### config.mk
export PLATFORM = sky130hd
export DESIGN_NAME = bpu_update_ctrl
export DESIGN_NICKNAME = d
export VERILOG_FILES = /design/src/rtl/bpu_update_ctrl.sv
export SDC_FILE = /design/constraint.sdc
export NUM_CORES = 1
export LEC_CHECK = 0
export ABC_AREA = 1
export ABC_CLOCK_PERIOD_IN_PS = 4250
export BUFFER_PORTS_ARGS = -buffer_cell sky130_fd_sc_hd__buf_2
export CORE_ASPECT_RATIO = 0.8
export CORE_MARGIN = 2
export CORE_UTILIZATION = 34
export CTS_BUF_LIST = sky130_fd_sc_hd__clkbuf_4 sky130_fd_sc_hd__clkbuf_8
export DETAILED_ROUTE_END_ITERATION = 10
export PLACE_DENSITY = 0.53
export SLEW_MARGIN = 40
export SYNTH_ARGS = -nofsm -noshare
export SYNTH_HDL_FRONTEND = slang
export SYNTH_SLANG_ARGS = --single-unit
### constraint.sdc
create_clock -name clk -period 4.25 [get_ports clk]
set_input_delay 0.85 -clock clk [delete_from_list [all_inputs] [get_ports clk]]
set_output_delay 0.85 -clock clk [all_outputs]
set_load 0.005 [all_outputs]
### src/rtl/bpu_update_ctrl.sv
// Branch predictor update controller: post-reset PHT/BTB sweep, resolution FIFO and a
// forwarding 2-bit counter update pipeline. Define BPU_FLUSH_EN to add the flush input.
module bpu_update_ctrl #(
  parameter  int PC_IDX_W   = 6,
  parameter  int HIST_W     = 2,
  parameter  int FIFO_DEPTH = 4,
  localparam int IDX_W      = PC_IDX_W + HIST_W
) (
  input  logic                clk,
  input  logic                rst,
`ifdef BPU_FLUSH_EN
  input  logic                flush,
`endif
  input  logic                res_valid,
  output logic                res_ready,
  input  logic [31:0]         res_pc,
  input  logic                res_taken,
  input  logic                inv_valid,
  input  logic [31:0]         inv_pc,
  output logic [IDX_W-1:0]    pht_ra,
  input  logic [1:0]          pht_rd,
  output logic                pht_we,
  output logic [IDX_W-1:0]    pht_wa,
  output logic [1:0]          pht_wd,
  output logic                btb_clr_we,
  output logic [PC_IDX_W-1:0] btb_clr_idx,
  output logic [HIST_W-1:0]   ghr,
  output logic                init_busy
);

  localparam int               AW     = $clog2(FIFO_DEPTH);
  localparam logic [IDX_W-1:0] K_LAST = '1;

  typedef enum logic {INIT, RUN} state_t;

  typedef struct packed {
    logic [PC_IDX_W-1:0] pc_idx;
    logic                taken;
  } res_t;

  state_t           state;
  logic [IDX_W-1:0] k;
  logic             flush_i;

`ifdef BPU_FLUSH_EN
  assign flush_i = flush;
`else
  assign flush_i = 1'b0;
`endif

  // Resolution FIFO
  res_t        fifo_q [FIFO_DEPTH];
  logic [AW:0] wr_ptr, rd_ptr;
  logic        full, empty, push, pop;
  res_t        head;

  assign full      = (wr_ptr[AW] != rd_ptr[AW]) && (wr_ptr[AW-1:0] == rd_ptr[AW-1:0]);
  assign empty     = (wr_ptr == rd_ptr);
  assign res_ready = ~full;
  assign push      = res_valid & ~full;
  assign pop       = (state == RUN) & ~empty & ~flush_i;
  assign head      = fifo_q[rd_ptr[AW-1:0]];

  always_ff @(posedge clk) begin
    if (push) fifo_q[wr_ptr[AW-1:0]] <= {res_pc[2 +: PC_IDX_W], res_taken};
  end

  always_ff @(posedge clk or posedge rst) begin
    if (rst) begin
      wr_ptr <= '0;
      rd_ptr <= '0;
    end else if (flush_i && state == RUN) begin
      wr_ptr <= '0;
      rd_ptr <= '0;
    end else begin
      if (push) wr_ptr <= wr_ptr + 1'b1;
      if (pop)  rd_ptr <= rd_ptr + 1'b1;
    end
  end

  // Update pipeline: read at pop, compute next cycle, write the cycle after
  logic [HIST_W:0]  ghr_sh;
  logic             s1_vld, s1_taken;
  logic [IDX_W-1:0] s1_idx;
  logic             prev_we;
  logic [IDX_W-1:0] prev_wa;
  logic [1:0]       prev_wd;
  logic [1:0]       base, upd;

  assign pht_ra = {head.pc_idx, ghr};
  assign ghr_sh = {ghr, head.taken};

  // The read misses the write on the port now and the one from last cycle, so patch those in.
  always_comb begin
    base = pht_rd;
    if (pht_we && pht_wa == s1_idx)        base = pht_wd;
    else if (prev_we && prev_wa == s1_idx) base = prev_wd;
    upd = base;
    if (s1_taken) begin
      if (base != 2'b11) upd = base + 2'b01;
    end else begin
      if (base != 2'b00) upd = base - 2'b01;
    end
  end

  always_ff @(posedge clk or posedge rst) begin
    if (rst) begin
      state       <= INIT;
      k           <= '0;
      ghr         <= '0;
      s1_vld      <= 1'b0;
      s1_idx      <= '0;
      s1_taken    <= 1'b0;
      pht_we      <= 1'b0;
      pht_wa      <= '0;
      pht_wd      <= 2'b00;
      prev_we     <= 1'b0;
      prev_wa     <= '0;
      prev_wd     <= 2'b00;
      btb_clr_we  <= 1'b0;
      btb_clr_idx <= '0;
      init_busy   <= 1'b1;
    end else begin
      prev_we   <= pht_we;
      prev_wa   <= pht_wa;
      prev_wd   <= pht_wd;
      init_busy <= (state == INIT);
      s1_vld    <= pop;
      if (pop) begin
        s1_idx   <= pht_ra;
        s1_taken <= head.taken;
        ghr      <= ghr_sh[HIST_W-1:0];
      end
      if (flush_i) begin
        state      <= INIT;
        k          <= '0;
        init_busy  <= 1'b1;
        pht_we     <= 1'b0;
        btb_clr_we <= 1'b0;
        s1_vld     <= 1'b0;
        if (state == RUN) ghr <= '0;
      end else begin
        case (state)
          INIT: begin
            pht_we      <= 1'b1;
            pht_wa      <= k;
            pht_wd      <= 2'b01;
            btb_clr_we  <= ((k >> PC_IDX_W) == '0);
            btb_clr_idx <= k[PC_IDX_W-1:0];
            k           <= k + 1'b1;
            if (k == K_LAST) state <= RUN;
          end
          RUN: begin
            pht_we      <= s1_vld;
            pht_wa      <= s1_idx;
            pht_wd      <= upd;
            btb_clr_we  <= inv_valid;
            btb_clr_idx <= inv_pc[2 +: PC_IDX_W];
          end
          default: state <= INIT;
        endcase
      end
    end
  end

  logic unused_bits;
  assign unused_bits = ^{res_pc[31:2+PC_IDX_W], res_pc[1:0],
                         inv_pc[31:2+PC_IDX_W], inv_pc[1:0], ghr_sh[HIST_W]};

endmodule

==> results of run 1 <==
-- worst paths after layout --
kind                                             from                endpoint  slack, ns  depth (start not counted)
worst max-delay path            rd_ptr[0]$_DFFE_PP0P_               pht_ra[5]       1.42                          4
worst min-delay path              pht_wa[2]$_DFF_PP0_    prev_wa[2]$_DFF_PP0_       0.43                          0
worst max register to register  rd_ptr[0]$_DFFE_PP0P_  fifo_q[2][0]$_DFFE_PP_       1.84                          6
worst min register to register    pht_wa[2]$_DFF_PP0_    prev_wa[2]$_DFF_PP0_       0.43                          0
max in group asynchronous                         rst     init_busy$_DFF_PP1_       2.87                          3
min in group asynchronous                         rst   wr_ptr[1]$_DFFE_PP0P_       0.53                          2
-- registers in the layout, summed over array words and instances, names as in the netlist, 2 cells and up --
name         flops
pht_wd           2
prev_wa          8
k                8
rd_ptr           3
fifo_q          28
s1_idx           8
btb_clr_idx      6
prev_wd          2
pht_wa           8
wr_ptr           3
-- kinds of logic (layout without fill, tap and decap cells) --
kind of cell	count (synthesis)	count (layout)
fa+ha+maj	6	6
xor+xnor	16	16
simple gates	167	167
buf+inv	67	115
compound gates	47	47
flops	83	83
-- per-layer routing --
metal,vias to the layer above,track usage,share of wire
met5,-,0,0
met3,6,0.0475,0.042
met4,0,0.0376,0.0095
li1,1316,-,-
met1,1212,0.212,0.51
met2,47,0.206,0.44
-- stage by stage --
step / hold WS (ns) / cell area (sq um) / cells / worst slack (ns)
floorplan: 0.409 / 3710 / 386 / 2.06
CTS: 0.428 / 4210 / 578 / 1.38
global placement: 0.401 / 4030 / 562 / 1.82
finish: 0.428 / 4210 / 578 / 1.42
global route: 0.435 / 4210 / 578 / 1.28
detailed placement: 0.409 / 4030 / 562 / 1.79
-- layout by cell type, fill, tap and decap left out --
master,n
nand2_1,92
xor2_1,8
buf_4,1
or2_2,1
ha_1,6
clkbuf_8,11
inv_1,37
dfrtp_1,54
a22o_1,1
xnor2_1,8
o21ai_1,8
a21oi_2,1
or2_0,1
clkinv_2,3
nor2_2,5
and2_1,1
nor2_1,34
edfxtp_1,28
o21ai_0,24
nand4_1,5
nor3_1,2
nand4_2,1
o22ai_1,7
and3b_2,1
o21bai_1,1
nand3_1,16
nand3b_1,2
nand3_2,1
inv_2,13
buf_2,48
dfstp_2,1
inv_6,2
nand2_2,5
a21oi_1,5
-- worst register-to-register path: cells and delay by family (launching register included) --
kind / cells / cell delay [ns]
simple gates: 4 / 0.98
buf+inv: 1 / 0.28
compound gates: 1 / 0.06
flops: 1 / 0.72
-- where the power goes --
group / switching [mW] / internal (mW) / leakage [nW]
Combinational: 0.112 / 0.0528 / 0.943
Clock: 0.285 / 0.245 / 0.0999
Sequential: 0.0245 / 0.900 / 0.931
Total: 0.422 / 1.20 / 1.97
-- final cells by class --
| class | instances | area, sq um |
|---|---|---|
| well taps | 144 | 180 |
| clock buffers | 11 | 151 |
| multi-input cells | 236 | 1190 |
| repair buffers | 49 | 248 |
| clock inverters | 5 | 32.5 |
| inverters | 50 | 188 |
| flip-flops and latches | 83 | 2220 |
| fillers | 1094 | 6550 |
==> key figures, run 1 <==
Global routing
  – Via count of the first global-routing pass: 2499
  – Gr ovfl total: 0
  – Initial antenna violation count: 0
  – First-pass GRT wire length: 12900 um
  – Largest net degree at the start of global routing: 31
  – Gr usage total: 0.145

Synth
  – Dominant cell type by area after synthesis: dfrtp_1
  – Ys async rst share: 0.663
  – Synth Instances: 386
  – Synth Area in Compound Gates: 0.0684
  – Cell Area, Synth: 3710 sq um
  – Syn. warnings: 0
  – Most common cell in the netlist: nand2_1
  – Main combinational cell family by area after synthesis: simple AND/OR/NAND/NOR gates
  – Mux contribution to synthesized area: 0
  – Synth top cells by count: nand2_1 (92), dfrtp_1 (54), inv_1 (38)
  – Post-Syn Area per Cell: 9.62 sq um
  – Post-synthesis xor/xnor area fraction: 0.0377
  – Post-synth net total: 463
  – Synth Area in Simple Gates: 0.195
  – Sequential area share after synthesis: 0.597
  – Synth Area in Adders: 0.0202
  – Count of cell types in the netlist: 33
  – Seq cells post-synth: 83
  – Post-synth EDFFs: 28
  – Commonest register cell after synthesis: dfrtp_1
  – Synth top area share: 0.364
  – Cells taking the most area after synthesis: dfrtp_1 (36%), edfxtp_1 (23%), nand2_1 (9.3%), inv_1 (3.8%), nor2_1 (3.4%)

Worst setup path
  – Buffers and inverters on the worst path: 2
  – Crit-path slowest cell: dfrtp_1
  – Worst setup SP type: flip-flop
  – Crit path max-delay family: flip-flops
  – Worst path max stage delay: 0.61 ns
  – Crit path DAT: 1.98 ns
  – Crit path required time: 3.40 ns
  – Worst setup EP type: output pin
  – Critical path cell sequence: inv_2 -> o21ai_0 -> o22ai_1 -> buf_2
  – Crit Path Max Fanout: 17
  – Kind of critical path: reg2out

Die
  – I/O pin cnt: 101
  – Die W: 121 um
  – Die ar.: 11800 sq um
  – Die height: 97.5 um
  – Core box area: 10800 sq um
  – Initial Util: 0.345
  – Num rows: 34

Routing
  – WL final: 7900 um
  – DRT Pass-1 Iters: 5
  – Initial drt markers: 166
  – WL/cell: 13.7 um
  – Via-to-Cell Ratio: 4.47
  – Via count: 2581
  – Antenna viol nets, final: 0
  – Drt drc: 0

Clock tree
  – Num CTS Buffers: 9
  – Clock insertion delay at the later pin of the skew report: 0.36 ns
  – Clk sinks: 83
  – CTS root buffer: clkbuf_8
  – Hold-fix buffers, CTS: 0
  – Bufs on Longest Clock Path: 2
  – PostCTS Resize Cnt: 0
  – Buffer count from post-CTS setup fixing: 0
  – CTS H-Tree Depth: 3
  – Reg clk slew, reported paths: 0.09 ns
  – TritonCTS clock tree: built

Layout
  – Final core utilization: 0.391
  – Area grow syn2layout: 13.4%
  – Ant. Diodes: 0
  – Layout cell share with drive strength beyond 1: 0.217
  – Nets@finish: 506

Placed design
  – Port Buffers: 48
  – DP HPWL: 5630 um
  – GP Congestion: 0.846

Power and ir drop
  – Power Total: 1.62 mW
  – PwrDens: 385 nW/um^2
  – VDD IR max: 0.168 mV
  – Pleak: 1.97 nW

Timing
  – Pins Over Slew Limit: 0
  – RSZ-0062 raised after global routing: no
  – Final TNS setup: 0 ns
  – Worst slew margin relative to its limit: 0.502
  – Count of final hold-check violations: 0
  – Final setup violation count: 0
  – Worst slew pin tran: 0.745 ns
  – Final min period: 2.83 ns
  – Skew final: 0.0135 ns
  – Max Clk Rate: 0.353 GHz
  – Fin crit share: 0.667

Hold path
  – Worst Hold Class: reg2reg

Outcome
  – Status: finished, final reports clean

Flow run
  – Max-cap viol count: 0
Power figures use the tool's default switching activity.
==> inputs of run 2 (changes only) <==
ABC_AREA = 0   (was 1)
ABC_CLOCK_PERIOD_IN_PS = 2850   (was 4250)
clock period = 2.85 ns   (was 4.25 ns; I/O delays follow)
==> run 2 against run 1 <==
Net effect: sequential share of layout area grew 2.9 points; final cell count fell by 25%; count of clock-buffer cells in the layout decreased by 1; area after synthesis shrank 7.3%; global-route usage is 1.3 points lower; total power rose by 56%; largest power group unchanged.
==> key figures, run 2 <==
Outcome
  – Status: finished, final reports clean

Clock tree
  – Bufs on Longest Clock Path: 2
  – Clock insertion delay at the later pin of the skew report: 0.35 ns
  – Clk sinks: 83
  – TritonCTS clock tree: built
  – Reg clk slew, reported paths: 0.08 ns
  – CTS H-Tree Depth: 3
  – Buffer count from post-CTS setup fixing: 0
  – Num CTS Buffers: 9
  – PostCTS Resize Cnt: 0
  – Hold-fix buffers, CTS: 0
  – CTS root buffer: clkbuf_8

Layout
  – Commonest cells after routing, fill and taps aside: dfrtp_1 (54), buf_2 (48), nand2_1 (43), edfxtp_1 (28), xnor2_1 (23)
  – Area grow syn2layout: 15.8%
  – Post-route insts no fill: 436
  – Most common cell after layout, fill and taps aside: dfrtp_1
  – Max FFs per register: 28
  – Nets@finish: 372
  – Layout cell share with drive strength beyond 1: 0.290
  – Ant. Diodes: 0

Synth
  – Commonest register cell after synthesis: dfrtp_1
  – Most common cell in the netlist: dfrtp_1
  – Sequential area share after synthesis: 0.644
  – Seq cells post-synth: 83
  – Ys async rst share: 0.663
  – Count of cell types in the netlist: 38
  – Syn. warnings: 0
  – Synth Instances: 248
  – Synth top cells by count: dfrtp_1 (54), nand2_1 (43), edfxtp_1 (28)
  – Post-synth net total: 325
  – Synth top area share: 0.392
  – Cell Area, Synth: 3440 sq um
  – Post-synth EDFFs: 28
  – Post-Syn Area per Cell: 13.9 sq um
  – Dominant cell type by area after synthesis: dfrtp_1
  – Cells taking the most area after synthesis: dfrtp_1 (39%), edfxtp_1 (24%), xnor2_1 (5.9%), nand2_1 (4.7%), mux4_2 (4.6%)

Global routing
  – First-pass GRT wire length: 10600 um
  – Via count of the first global-routing pass: 2029
  – Largest net degree at the start of global routing: 34
  – Gr usage total: 0.132
  – Initial antenna violation count: 0
  – Gr ovfl total: 0

Timing
  – Final min period: 2.45 ns
  – Fin crit share: 0.859
  – RSZ-0062 raised after global routing: no
  – Count of final hold-check violations: 0
  – Pins Over Slew Limit: 0
  – Setup slack after layout: 0.402 ns
  – Skew final: 0.00991 ns
  – Final setup violation count: 0
  – Max Clk Rate: 0.409 GHz
  – Final TNS setup: 0 ns
  – Worst slew margin relative to its limit: 0.533
  – Worst slew pin tran: 0.700 ns

Placed design
  – DP HPWL: 4660 um
  – Pre-CTS setup slack: 0.743 ns
  – GP Congestion: 0.776
  – Placed cells: 420
  – Port Buffers: 48

Die
  – Num rows: 32
  – Die ar.: 11000 sq um
  – Die W: 117 um
  – Core box area: 9730 sq um
  – I/O pin cnt: 101
  – Die height: 94.0 um
  – Initial Util: 0.354

Routing
  – Drt drc: 0
  – Initial drt markers: 104
  – WL/cell: 14.9 um
  – Antenna viol nets, final: 0
  – Via count: 1962
  – WL final: 6480 um
  – Via-to-Cell Ratio: 4.50
  – DRT Pass-1 Iters: 4

Power and ir drop
  – Switching part of the total power: 0.234
  – Logic pwr share: 0.098
  – Sw power: 0.591 mW
  – Clk network pwr share: 0.355
  – VDD IR max: 0.285 mV
  – Register share of total power: 0.547
  – PwrDens: 633 nW/um^2
  – Design internal power: 1.93 mW
  – Pleak: 1.71 nW

Worst setup path
  – Critical path cell sequence: mux4_2 -> buf_2
  – FF-to-FF Start: rd_ptr[0]$_DFFE_PP0P_
  – Kind of critical path: reg2out
  – Worst setup SP type: flip-flop
  – R2R cell count: 4
  – Worst Setup EP: pht_ra[6]
  – Crit Path Max Fanout: 10
  – Crit path DAT: 1.88 ns
  – Crit path required time: 2.28 ns
  – Capture point of the worst reg-to-reg path: fifo_q[3][1]$_DFFE_PP_
  – Worst setup EP type: output pin
  – Crit-path slowest cell: dfrtp_1
  – Worst path max stage delay: 0.75 ns
  – Critical Path Start: rd_ptr[0]$_DFFE_PP0P_
  – Flop2flop setup slack: 0.82 ns

Flow run
  – Max-cap viol count: 0

Hold path
  – Worst Hold Class: in2async
==> run 2: layer usage <==
| layer | track usage | wire [um] | share of wire | vias up |
|---|---|---|---|---|
| li1 | - | - | - | 949 |
| met1 | 0.184 | 3210 | 0.50 | 962 |
| met2 | 0.188 | 2820 | 0.43 | 43 |
| met3 | 0.0465 | 350 | 0.054 | 8 |
| met4 | 0.0536 | 104 | 0.016 | 0 |
| met5 | 0 | 0 | 0 | - |
==> run 2: power by group through the flow <==
stage	logic, mW	registers, mW	clock network, mW
floorplan	0.184	1.39	0
global placement	0.251	1.40	0
detailed placement	0.256	1.41	0
CTS	0.256	1.38	0.923
global route	0.283	1.39	0.982
finish	0.248	1.38	0.896
==> run 2: logic make-up (layout without fill, tap and decap cells) <==
logic type      after synthesis  after routing  share of synthesized area
flops                        83             83                      0.644
simple gates                 77             77                      0.108
xor+xnor                     30             30                     0.0763
buf+inv                      22             74                     0.0374
mux                          18             18                     0.0818
compound gates               12             12                     0.0305
fa+ha+maj                     6              6                     0.0218
==> run 2: through the flow <==
stage / power [mW] / hold WS, ns / util / instance area [sq um]
2_1_floorplan: 1.58 / 0.391 / - / 3440
3_3_place_gp: 1.65 / 0.404 / 0.388 / 3780
3_5_place_dp: 1.66 / 0.393 / 0.388 / 3780
4_1_cts: 2.56 / 0.338 / 0.410 / 3990
5_1_grt: 2.66 / 0.371 / 0.410 / 3990
6_report: 2.52 / 0.330 / 0.410 / 3990
==> run 2: layout make-up <==
| cell class | count | area (sq um) |
|---|---|---|
| clock buffer | 10 | 131 |
| clock inverter | 6 | 80.1 |
| fill | 926 | 5740 |
| inverter | 6 | 22.5 |
| multi-input combinational | 143 | 1100 |
| sequential | 83 | 2220 |
| tap | 136 | 170 |
| timing repair buffer | 52 | 270 |
==> run 2: worst max-delay path: cells and delay by family (launching register included) <==
kind | cells | cell delay, ns
mux | 1 | 0.62
buf+inv | 1 | 0.15
flops | 1 | 0.75
==> run 2: worst min-delay path by stage <==
stage	cells after the start	slack, ns	endpoint
after global placement	0	0.40	prev_wa[1]$_DFF_PP0_
final	2	0.33	rd_ptr[0]$_DFFE_PP0P_
after CTS	2	0.34	rd_ptr[0]$_DFFE_PP0P_
after floorplan	0	0.39	prev_wd[1]$_DFF_PP0_
after detailed placement	0	0.39	prev_we$_DFF_PP0_
after global routing	2	0.37	rd_ptr[0]$_DFFE_PP0P_
==> inputs of run 3 (changes only) <==
CORE_UTILIZATION = 50   (was 34)
PLACE_DENSITY = 0.75   (was 0.53)
==> run 3 against run 2 <==
Net effect: worst setup slack better by 0.073 ns; sequential share of layout area rose by 0.89 points; via count rose by 0.82%; total power is 0.49% higher; critical path depth is the same; critical path type unchanged; largest power group unchanged.
==> key figures, run 3 (synthesis results as in run 2) <==
Global routing
  – First-pass GRT wire length: 9910 um
  – Initial antenna violation count: 0
  – Largest net degree at the start of global routing: 56
  – Gr ovfl total: 0
  – Gr usage total: 0.170
  – Via count of the first global-routing pass: 2025

Hold path
  – Worst Hold Class: in2async

Worst setup path
  – Worst path max stage delay: 0.72 ns
  – Crit path required time: 2.28 ns
  – R2R cell count: 4
  – Critical Path Start: rd_ptr[0]$_DFFE_PP0P_
  – Worst setup EP type: output pin
  – Crit path DAT: 1.80 ns
  – Worst setup SP type: flip-flop
  – Crit path max-delay family: flip-flops
  – Crit Path Max Fanout: 10
  – Crit-path slowest cell: dfrtp_1
  – CP Depth: 2
  – Kind of critical path: reg2out
  – Worst Setup EP: pht_ra[6]
  – Flop2flop setup slack: 0.85 ns
  – Buffers and inverters on the worst path: 1
  – FF-to-FF Start: rd_ptr[0]$_DFFE_PP0P_
  – Capture point of the worst reg-to-reg path: fifo_q[3][3]$_DFFE_PP_
  – Critical path cell sequence: mux4_2 -> buf_2

Routing
  – Via-to-Cell Ratio: 5.12
  – DRT Pass-1 Iters: 4
  – Via count: 1978
  – Antenna viol nets, final: 0
  – Initial drt markers: 114
  – Drt drc: 0
  – WL final: 6010 um
  – WL/cell: 15.6 um

Die
  – Num rows: 27
  – Die height: 78.2 um
  – Initial Util: 0.507
  – Core box area: 6790 sq um
  – Die ar.: 7570 sq um
  – I/O pin cnt: 101
  – Die W: 96.8 um

Clock tree
  – Hold-fix buffers, CTS: 0
  – Bufs on Longest Clock Path: 2
  – PostCTS Resize Cnt: 0
  – Clk sinks: 83
  – CTS root buffer: clkbuf_8
  – Clock insertion delay at the later pin of the skew report: 0.34 ns
  – CTS H-Tree Depth: 3
  – Buffer count from post-CTS setup fixing: 0
  – Reg clk slew, reported paths: 0.08 ns
  – TritonCTS clock tree: built
  – Num CTS Buffers: 9

Layout
  – Layout cell share with drive strength beyond 1: 0.288
  – Area of the multi-input gates: 1100 sq um
  – Area grow syn2layout: 14.0%
  – Max FFs per register: 28
  – Sequential cell area: 2220 sq um
  – Ant. Diodes: 0
  – Final core utilization: 0.578
  – Commonest cells after routing, fill and taps aside: dfrtp_1 (54), buf_2 (48), nand2_1 (43), edfxtp_1 (28), xnor2_1 (23)
  – Nets@finish: 371
  – Most common cell after layout, fill and taps aside: dfrtp_1
  – Fillcell total: 537

Timing
  – Worst slew pin tran: 0.665 ns
  – Setup slack after layout: 0.475 ns
  – Hold_ws: 0.396 ns
  – Count of final hold-check violations: 0
  – Skew final: 0.00577 ns
  – Final min period: 2.37 ns
  – Max Clk Rate: 0.421 GHz
  – Worst slew margin relative to its limit: 0.553
  – Final TNS setup: 0 ns
  – Pins Over Slew Limit: 0
  – Fin crit share: 0.833
  – RSZ-0062 raised after global routing: no
  – Final setup violation count: 0

Placed design
  – GP Congestion: 0.757
  – Pre-CTS setup slack: 0.794 ns
  – DP HPWL: 4130 um
  – Port Buffers: 48

Power and ir drop
  – VDD IR max: 0.423 mV
  – PwrDens: 646 nW/um^2
  – Pleak: 1.70 nW

Flow run
  – Max-cap viol count: 0

Outcome
  – Status: finished, final reports clean
-- run 3: worst min path at each step --
| stage | end | depth (start not counted) | startpoint |
|---|---|---|---|
| 5_1_grt | prev_wd[1]$_DFF_PP0_ | 0 | pht_wd[1]$_DFF_PP0_ |
| 2_1_floorplan | prev_wd[1]$_DFF_PP0_ | 0 | pht_wd[1]$_DFF_PP0_ |
| 3_5_place_dp | prev_wd[1]$_DFF_PP0_ | 0 | pht_wd[1]$_DFF_PP0_ |
| 3_3_place_gp | prev_wa[7]$_DFF_PP0_ | 0 | pht_wa[7]$_DFF_PP0_ |
| 6_report | btb_clr_we$_DFF_PP0_ | 3 | rst |
| 4_1_cts | rd_ptr[2]$_DFFE_PP0P_ | 3 | rst |
-- run 3: stage by stage --
stage          power, mW  instance area (sq um)  cells
2_1_floorplan       1.58                   3440    248
3_3_place_gp        1.64                   3710    370
3_5_place_dp        1.66                   3710    370
4_1_cts             2.56                   3930    386
5_1_grt             2.65                   3930    386
6_report            2.54                   3930    386
-- run 3: power breakdown --
part | leakage, nW | switching (mW) | internal, mW | total [mW]
Combinational | 0.657 | 0.151 | 0.0926 | 0.243
Clock | 0.111 | 0.401 | 0.512 | 0.913
Sequential | 0.931 | 0.0385 | 1.34 | 1.38
-- run 3: per-layer routing --
layer,GRT usage,share of wire,wire length (um),up-vias
met5,0,0,0,-
met4,0.0676,0.017,100,0
met3,0.0463,0.047,281,9
met2,0.265,0.46,2740,38
met1,0.231,0.48,2890,979
li1,-,-,-,952
-- run 3: final cells by class --
cell class	count	area share
inverter	6	0.00574
clock inverter	5	0.0201
timing repair buffer	51	0.0669
tap	87	0.0277
sequential	83	0.565
clock buffer	11	0.0354
multi-input combinational	143	0.279
-- run 3: worst min-delay path, delay by kind of cell --
kind | cells | cell delay [ns]
buf+inv | 3 | 0.66
